[src/rtl/ps2_num_entry_if.sv]
// Bundles the PS/2 keyboard lines and the number-entry results of ps2_num_entry.
// The keyboard/consumer side uses the master modport; the entry block uses the slave modport.
interface ps2_num_entry_if #(
    parameter int NUM_DIGITS = 3
);
    localparam int CW = $clog2(NUM_DIGITS + 1);

    logic                    PS2_CLK;
    logic                    PS2_DATA;
    logic [4*NUM_DIGITS-1:0] oEntry;
    logic [CW-1:0]           oCount;
    logic [4*NUM_DIGITS-1:0] oNum;
    logic                    oNumRdy;
    logic                    oErr;

    modport master (
        output PS2_CLK, PS2_DATA,
        input  oEntry, oCount, oNum, oNumRdy, oErr
    );

    modport slave (
        input  PS2_CLK, PS2_DATA,
        output oEntry, oCount, oNum, oNumRdy, oErr
    );
endinterface

[src/rtl/ps2_num_entry.sv]
// PS/2 keyboard receiver feeding a fixed-length decimal entry buffer.
// Digit key releases fill the buffer; Backspace, Escape and Enter edit or commit it.
module ps2_num_entry #(
    parameter int NUM_DIGITS  = 3,
    parameter int TIMEOUT_CYC = 50000
) (
    input  logic                 CLK,
    input  logic                 reset,
    ps2_num_entry_if.slave       bus
);
    localparam int CW = $clog2(NUM_DIGITS + 1);
    localparam int TW = $clog2(TIMEOUT_CYC + 1);

    typedef enum logic [1:0] {S_IDLE, S_DATA, S_PARITY, S_STOP} state_t;

    logic [1:0]              r_clk_sync;
    logic [1:0]              r_data_sync;
    logic                    r_clk_prev;
    state_t                  r_state;
    state_t                  w_state_next;
    logic [2:0]              r_bit_cnt;
    logic [7:0]              r_shift;
    logic                    r_parity;
    logic [TW-1:0]           r_idle_cnt;
    logic [7:0]              r_byte;
    logic                    r_strobe;
    logic                    r_frame_err;
    logic                    r_entry_err;
    logic                    r_ext;
    logic                    r_brk;
    logic [4*NUM_DIGITS-1:0] r_entry;
    logic [CW-1:0]           r_count;
    logic [4*NUM_DIGITS-1:0] r_num;
    logic                    r_num_rdy;
    logic                    w_edge;
    logic                    w_data;
    logic                    w_frame_ok;
    logic                    w_frame_bad;
    logic                    w_timeout;
    logic                    w_digit_valid;
    logic [3:0]              w_digit_val;

    // Synchronisers idle high, matching an idle PS/2 bus, so reset never fakes an edge.
    always_ff @(posedge CLK) begin
        if (reset) begin
            r_clk_sync  <= 2'b11;
            r_data_sync <= 2'b11;
            r_clk_prev  <= 1'b1;
        end else begin
            // NOTE: non-blocking assignments let every flop sample the pre-edge value of its neighbour.
            r_clk_sync  <= {r_clk_sync[0], bus.PS2_CLK};
            r_data_sync <= {r_data_sync[0], bus.PS2_DATA};
            r_clk_prev  <= r_clk_sync[1];
        end
    end

    assign w_edge = r_clk_prev & ~r_clk_sync[1];
    assign w_data = r_data_sync[1];

    always_comb begin
        // NOTE: every output gets a default first so no path can infer a latch.
        w_state_next = r_state;
        w_frame_ok   = 1'b0;
        w_frame_bad  = 1'b0;
        w_timeout    = 1'b0;
        if (w_edge) begin
            case (r_state)
                S_IDLE:   if (!w_data) w_state_next = S_DATA;
                S_DATA:   if (r_bit_cnt == 3'd7) w_state_next = S_PARITY;
                S_PARITY: w_state_next = S_STOP;
                S_STOP: begin
                    w_state_next = S_IDLE;
                    if (((^r_shift) ^ r_parity) && w_data) w_frame_ok  = 1'b1;
                    else                                   w_frame_bad = 1'b1;
                end
                default:  w_state_next = S_IDLE;
            endcase
        end else if (r_state != S_IDLE && r_idle_cnt == TW'(TIMEOUT_CYC - 1)) begin
            w_state_next = S_IDLE;
            w_timeout    = 1'b1;
        end
    end

    always_ff @(posedge CLK) begin
        if (reset) begin
            r_state     <= S_IDLE;
            r_bit_cnt   <= '0;
            r_shift     <= '0;
            r_parity    <= 1'b0;
            r_idle_cnt  <= '0;
            r_byte      <= '0;
            r_strobe    <= 1'b0;
            r_frame_err <= 1'b0;
        end else begin
            r_state     <= w_state_next;
            r_strobe    <= w_frame_ok;
            r_frame_err <= w_frame_bad | w_timeout;
            if (w_frame_ok) r_byte <= r_shift;
            if (w_edge) begin
                case (r_state)
                    S_IDLE:   r_bit_cnt <= '0;
                    S_DATA: begin
                        r_shift   <= {w_data, r_shift[7:1]};
                        r_bit_cnt <= r_bit_cnt + 3'd1;
                    end
                    S_PARITY: r_parity <= w_data;
                    default:  ;
                endcase
            end
            if (w_edge || w_timeout || r_state == S_IDLE) r_idle_cnt <= '0;
            else                                          r_idle_cnt <= r_idle_cnt + TW'(1);
        end
    end

    always_comb begin
        w_digit_valid = 1'b1;
        w_digit_val   = 4'd0;
        case (r_byte)
            8'h45: w_digit_val = 4'd0;
            8'h16: w_digit_val = 4'd1;
            8'h1E: w_digit_val = 4'd2;
            8'h26: w_digit_val = 4'd3;
            8'h25: w_digit_val = 4'd4;
            8'h2E: w_digit_val = 4'd5;
            8'h36: w_digit_val = 4'd6;
            8'h3D: w_digit_val = 4'd7;
            8'h3E: w_digit_val = 4'd8;
            8'h46: w_digit_val = 4'd9;
            default: w_digit_valid = 1'b0;
        endcase
    end

    // Only a plain key release acts; E0 and F0 prefixes just arm the flags.
    always_ff @(posedge CLK) begin
        if (reset) begin
            r_ext       <= 1'b0;
            r_brk       <= 1'b0;
            r_entry     <= '0;
            r_count     <= '0;
            r_num       <= '0;
            r_num_rdy   <= 1'b0;
            r_entry_err <= 1'b0;
        end else begin
            r_num_rdy   <= 1'b0;
            r_entry_err <= 1'b0;
            if (r_strobe) begin
                if (r_byte == 8'hE0) begin
                    r_ext <= 1'b1;
                end else if (r_byte == 8'hF0) begin
                    r_brk <= 1'b1;
                end else begin
                    r_ext <= 1'b0;
                    r_brk <= 1'b0;
                    if (r_brk && !r_ext) begin
                        if (w_digit_valid) begin
                            if (r_count < CW'(NUM_DIGITS)) begin
                                for (int k = 0; k < NUM_DIGITS; k++)
                                    if (k == int'(r_count)) r_entry[4*k +: 4] <= w_digit_val;
                                r_count <= r_count + CW'(1);
                            end else begin
                                r_entry_err <= 1'b1;
                            end
                        end else begin
                            case (r_byte)
                                8'h66: if (r_count != '0) begin
                                    for (int k = 0; k < NUM_DIGITS; k++)
                                        if (k == int'(r_count) - 1) r_entry[4*k +: 4] <= 4'd0;
                                    r_count <= r_count - CW'(1);
                                end
                                8'h76: begin
                                    r_entry <= '0;
                                    r_count <= '0;
                                end
                                8'h5A: if (r_count == CW'(NUM_DIGITS)) begin
                                    r_num     <= r_entry;
                                    r_num_rdy <= 1'b1;
                                    r_entry   <= '0;
                                    r_count   <= '0;
                                end else begin
                                    r_entry_err <= 1'b1;
                                end
                                default: ;
                            endcase
                        end
                    end
                end
            end
        end
    end

    assign bus.oEntry  = r_entry;
    assign bus.oCount  = r_count;
    assign bus.oNum    = r_num;
    assign bus.oNumRdy = r_num_rdy;
    assign bus.oErr    = r_frame_err | r_entry_err;
endmodule

[src/flat_wrapper.sv]
// flat-port wrapper written by rule: the top's interface ports become plain ports
module ps2_num_entry_flat 
#(
    parameter int NUM_DIGITS  = 3,
    parameter int TIMEOUT_CYC = 50000
)
  (CLK, reset, bus_PS2_CLK, bus_PS2_DATA, bus_oEntry, bus_oCount, bus_oNum, bus_oNumRdy, bus_oErr);
  ps2_num_entry_if #(.NUM_DIGITS(NUM_DIGITS)) bus_i ();
  input  logic CLK;
  input  logic reset;
  input wire logic [$bits(bus_i.PS2_CLK)-1:0] bus_PS2_CLK;
  input wire logic [$bits(bus_i.PS2_DATA)-1:0] bus_PS2_DATA;
  output wire logic [$bits(bus_i.oEntry)-1:0] bus_oEntry;
  output wire logic [$bits(bus_i.oCount)-1:0] bus_oCount;
  output wire logic [$bits(bus_i.oNum)-1:0] bus_oNum;
  output wire logic [$bits(bus_i.oNumRdy)-1:0] bus_oNumRdy;
  output wire logic [$bits(bus_i.oErr)-1:0] bus_oErr;
  assign bus_i.PS2_CLK = bus_PS2_CLK;
  assign bus_i.PS2_DATA = bus_PS2_DATA;
  assign bus_oEntry = bus_i.oEntry;
  assign bus_oCount = bus_i.oCount;
  assign bus_oNum = bus_i.oNum;
  assign bus_oNumRdy = bus_i.oNumRdy;
  assign bus_oErr = bus_i.oErr;
  ps2_num_entry #(.NUM_DIGITS(NUM_DIGITS), .TIMEOUT_CYC(TIMEOUT_CYC)) u_core (.CLK(CLK), .reset(reset), .bus(bus_i));
endmodule
[config.mk]
export PLATFORM = sky130hd
export DESIGN_NAME = ps2_num_entry_flat
export DESIGN_NICKNAME = d
export VERILOG_FILES = /design/src/rtl/ps2_num_entry_if.sv /design/src/rtl/ps2_num_entry.sv /design/src/flat_wrapper.sv
export SDC_FILE = /design/constraint.sdc
export NUM_CORES = 1
export LEC_CHECK = 0
export BUFFER_PORTS_ARGS = -buffer_cell sky130_fd_sc_hd__buf_2
export CORE_ASPECT_RATIO = 1.1
export CORE_UTILIZATION = 55
export CTS_CLUSTER_SIZE = 28
export DETAILED_ROUTE_END_ITERATION = 10
export MAX_ROUTING_LAYER = met4
export PLACE_DENSITY = 0.83
export SLEW_MARGIN = 25
export SYNTH_ARGS = -nofsm -noshare
export SYNTH_HDL_FRONTEND = slang
export SYNTH_SLANG_ARGS = --single-unit
[constraint.sdc]
create_clock -name CLK -period 5.51 [get_ports CLK]
set_input_delay 1.102 -clock CLK [delete_from_list [all_inputs] [get_ports CLK]]
set_output_delay 1.102 -clock CLK [all_outputs]
set_load 0.01 [all_outputs]
# Yosys cells after proc, flatten, opt, wreduce, memory -nomap -nowiden
# Index checks and enable logic that the tools add are counted.
# word_totals
out_inout_bits,28
ff_bits,75
# classes
addsub,5
mux,40
reduce_logical,30
n_eq_ne,37
n_bitwise,11
n_lt_le_gt_ge,1
# ops
op,n
"== test 8 x 6 -> 1 bit, second input constant",6
2-to-1 mux 12 bit,4
"== test 8 x 7 -> 1 bit, second input constant",5
one-hot mux 12 bit (3 select lines),1
one-hot mux 4 bit (9 select lines),1
"== test 2 x 32 -> 1 bit, first input constant",1
"== test 3 x 32 -> 1 bit, first input constant",1
logical NOT 32 bit,1
AND reduction 10 bit,3
2-to-1 mux 4 bit,6
2-to-1 mux 1 bit,17
"adder 16 x 1 -> 16 bit, second input constant",1
"== test 16 bit, second input constant",1
"== test 8 x 5 -> 1 bit, second input constant",2
"== test 8 bit, second input constant",2
2-to-1 mux 2 bit,8
"inequality test 3 x 1 -> 1 bit, second input constant",5
AND reduction 2 bit,5
OR reduction 10 bit,1
"inequality test 2 bit, second input constant",4
one-hot mux 2 bit (4 select lines),1
AND reduction 8 bit,1
nonzero test 2 bit,4
parity 8 bit,1
27 further kinds,42

# Logic depth before layout (Yosys ltp)
# logic_depth
word_depth,7
ltp_mapped,9
mapped_depth_nobuf,8

# Least setup slack after synthesis
# Ideal clock, no wire load.
# synth_timing
path_kind,register -> register
from,register u_core.r_byte[3]
to,register u_core.r_entry[10] (netlist: u_core.bus.oEntry[10])
path_buffers,1
path_slack_ps,3336
period_less_slack_ps,2174
stages_incl_launch_ff,8
t_arrival_ps,2051
setup_time_ps,123
cell_sequence,dfxtp_1 -> buf_6 -> or3b_1 -> a211o_1 -> o221ai_4 -> a31oi_2 -> a311oi_4 -> mux2_1
# synth_between
elab_chain_cells,5
elab_cells_between_ends,31
# synth_lines
element,line,rtl
from (decl),ps2_num_entry.sv:25,logic [7:0] r_byte;
from (signal assigned),ps2_num_entry.sv:98,if (w_frame_ok) r_byte <= r_shift;
"== test 8 x 7 -> 1 bit, or another cell as far along",ps2_num_entry.sv:118,case (r_byte)
OR reduction 10 bit (no line) or one-hot mux 4 bit (9 select lines) (tied branches),n/a,
2-to-1 mux 1 bit or 2-to-1 mux 4 bit (tied branches),"ps2_num_entry.sv:118, ps2_num_entry.sv:158",
"inequality test 3 x 1 -> 1 bit (no line), or another cell as far along",n/a,
AND reduction 10 bit (no line) or 2-to-1 mux 12 bit (tied branches),n/a,
to (decl),ps2_num_entry.sv:31,logic [4*NUM_DIGITS-1:0] r_entry;
# Several ways; a longest one is shown, not always the timed one. The select of a mux whose other input is x is not followed.
# A chain may end at the register's enable or synchronous reset.

# Worst setup path after layout
# layout_timing
from,register u_core.r_byte[4]
to,register u_core.r_entry[8] (netlist: u_core.bus.oEntry[8])
# Same word-level chain as after synthesis.

==> metrics.txt <==
status=finished clean; post-route setup slack=3036 ps; Slew Viols, Final=0; Startpoint Class=register; layout net count=419; CTS tree=built; TNS Setup=0 ps; core region area=0.006156 mm^2; worst-path fanout max=13; Yosys cell types=51; gp weighted congestion=0.8681; CP required=5750 ps; routed vias/inst=5.546; area growth from synthesis to layout=11.72%; All-Layer GR Usage=0.2172; clk_skew=11.41 ps; Crit Path Class=reg2reg; Cells after Synth=377; worst skew pair latency=360 ps; hold buffer count at cts=0; register area=0.001501 mm^2; cts bufs inserted=9; post-cts sizing count=0; clock sink count=75; H-tree levels=3; RSZ-0062 raised after global routing=no; number of global-route vias before repair=2505; Inserted Diodes=0; floorplan die width=77.84 um; Place WS=2780 ps; HP Class=reg2reg; routed via count=2701; Slew headroom=0.3737; die height=85.42 um; Final Hold Fails=0; #FFs+latches synth=75; Final Cell Area=0.003887 mm^2; Ys Warns=0; root buf cell=clkbuf_8; period utilisation layout=0.4490; largest net degree at the start of global routing=58; row count=30; drt pass-1 iters=4; DRC=0; grt ovf=0; number of buffers added on ports=31; Power Total=0.001040 W; achievable frequency=404.2 MHz; slew of the pin with the lowest slew margin=939.4 ps; total die area=0.006649 mm^2; dpl hpwl=4.534 mm; drt initial violations=145; post-layout min period=2474 ps; Critical Path Sink Type=register; Mapped Nets=394; prevailing post-synth register cell=dfxtp_1; Netlist Area Pre-Place=0.003480 mm^2; P_leak=1.638 nW; total wire length=6.465 mm; Final ANT Viol Nets=0; WP data arrival=2710 ps; max cap viols=0; maximum VDD drop=0.1897 mV; Power per Cell Area=267.6 mW/mm^2; Final Setup Violations=0; Fillers=517; clock buffer depth=2; drt wl/cell=13.28 um; IO Count=32; post-synthesis sequential area ratio=0.4315; post-CTS setup buffer count=0; Area after DPL=0.003652 mm^2; first-pass GRT wire length=11.05 mm; share of cells above drive strength 1=0.1523; EDFF count, synth=0; multi-input logic area=0.001847 mm^2; Initial Util=0.5652; clk slew on worst S/H paths=80 ps; final hold slack=414.0 ps; async set-reset flop share out of synthesis=0; syn_area_per_cell=9.230 um^2; initial antenna violation count=0
## synth_stat cells, types with 2 or more instances
cell | count | share of area
nand2b_1 | 5 | 0.0090
inv_1 | 13 | 0.014
a21oi_1 | 26 | 0.037
o22ai_1 | 2 | 0.0036
dfxtp_1 | 75 | 0.43
a22oi_1 | 2 | 0.0043
nand4bb_1 | 2 | 0.0065
or2_2 | 7 | 0.013
nand4_1 | 4 | 0.0072
a211oi_1 | 2 | 0.0043
nor4b_1 | 4 | 0.010
xor2_1 | 7 | 0.018
mux2_2 | 3 | 0.0097
o21ai_0 | 10 | 0.014
a221o_1 | 2 | 0.0058
nand3_1 | 12 | 0.017
ha_1 | 13 | 0.047
nand3b_1 | 2 | 0.0043
and2_1 | 2 | 0.0036
nor3_1 | 7 | 0.010
clkbuf_1 | 9 | 0.0097
nor2_1 | 43 | 0.046
or4b_1 | 2 | 0.0058
or3_1 | 3 | 0.0054
or4_1 | 3 | 0.0065
xnor2_1 | 12 | 0.030
and3_1 | 3 | 0.0054
buf_2 | 6 | 0.0086
nand2_1 | 36 | 0.039
mux2_1 | 4 | 0.013
mux2i_1 | 27 | 0.078
nor2b_1 | 10 | 0.018
## power breakdown
| group | switching [W] | total (W) | internal [W] |
|---|---|---|---|
| Combinational | 0.00000929 | 0.0000122 | 0.00000294 |
| Sequential | 0.000000938 | 0.000544 | 0.000543 |
| Clock | 0.000203 | 0.000484 | 0.000281 |
## metrics by stage
step,utilization,cells
after floorplan,-,377
final,0.6315,487
after global placement,0.5933,471
after global routing,0.6315,487
after detailed placement,0.5933,471
after CTS,0.6315,487
## cells by family (layout without fill, tap and decap cells)
kind of cell	Yosys count	in the layout	share of synthesized area
AO/OA/AOI/OAI	51	51	0.09889
XOR/XNOR	20	20	0.05430
adder cells (fa/ha/maj)	13	13	0.04675
buffers and inverters	30	60	0.03776
flip-flops	75	75	0.4315
multiplexers	34	34	0.1003
AND/OR/NAND/NOR	154	154	0.2305
## sequential cells by signal, indices dropped and copies added (netlist names), 3 cells and up
register and flops:
u_core.bus.oNum 12, u_core.r_byte 8, u_core.r_idle_cnt 16, u_core.r_shift 8, u_core.r_bit_cnt 3, u_core.bus.oEntry 12
## final cells by class
class,instances,area share
well taps,80,0.02575
multi-input cells,272,0.4751
inverters,13,0.01255
clock inverters,5,0.02156
flip-flops and latches,75,0.3862
clock buffers,11,0.03894
repair buffers,31,0.03991
## metal layers
| layer | GRT usage | share of wire | vias up |
|---|---|---|---|
| met5 | - | 0 | - |
| met4 | 0.09262 | 0.018 | 0 |
| met3 | 0.04516 | 0.033 | 12 |
| met2 | 0.3725 | 0.50 | 49 |
| met1 | 0.2438 | 0.45 | 1286 |
| li1 | - | - | 1354 |
## layout by cell type, fill, tap and decap left out, types with 3 or more instances in the layout
cell and instances:
nand3_1 12, or3_1 3, inv_1 13, ha_1 13
mux2_1 4, nor2_1 43, nand2b_1 5, xnor2_1 12
nand2_1 36, and3_1 3, xor2_1 7, or4_1 3
nor2b_1 10, o21ai_0 10, clkbuf_8 11, dfxtp_1 75
mux2_2 3, nand4_1 4, nor4b_1 4, nor3_1 7
or2_2 7, a21oi_1 26, mux2i_1 27, buf_2 31
## worst paths after layout
check,to,slack (ps),cells after the start,startpoint
worst max-delay path,u_core.bus.oEntry[8]$_SDFFE_PP0P_,3040,6,u_core.r_byte[4]$_SDFFE_PP0P_
worst min register to register,u_core.r_clk_sync[1]$_SDFF_PP1_,410,1,u_core.r_clk_sync[0]$_SDFF_PP1_
worst max register to register,u_core.bus.oEntry[8]$_SDFFE_PP0P_,3040,6,u_core.r_byte[4]$_SDFFE_PP0P_
worst min-delay path,u_core.r_clk_sync[1]$_SDFF_PP1_,410,1,u_core.r_clk_sync[0]$_SDFF_PP1_
## critical path, cell delays in order, from the launching register on
cell	delay, ps
dfxtp_1	600
xnor2_1	180
mux2_2	390
o221ai_4	270
a31oi_2	160
a311oi_4	400
mux2_1	360
(Power assumes the default switching activity.)
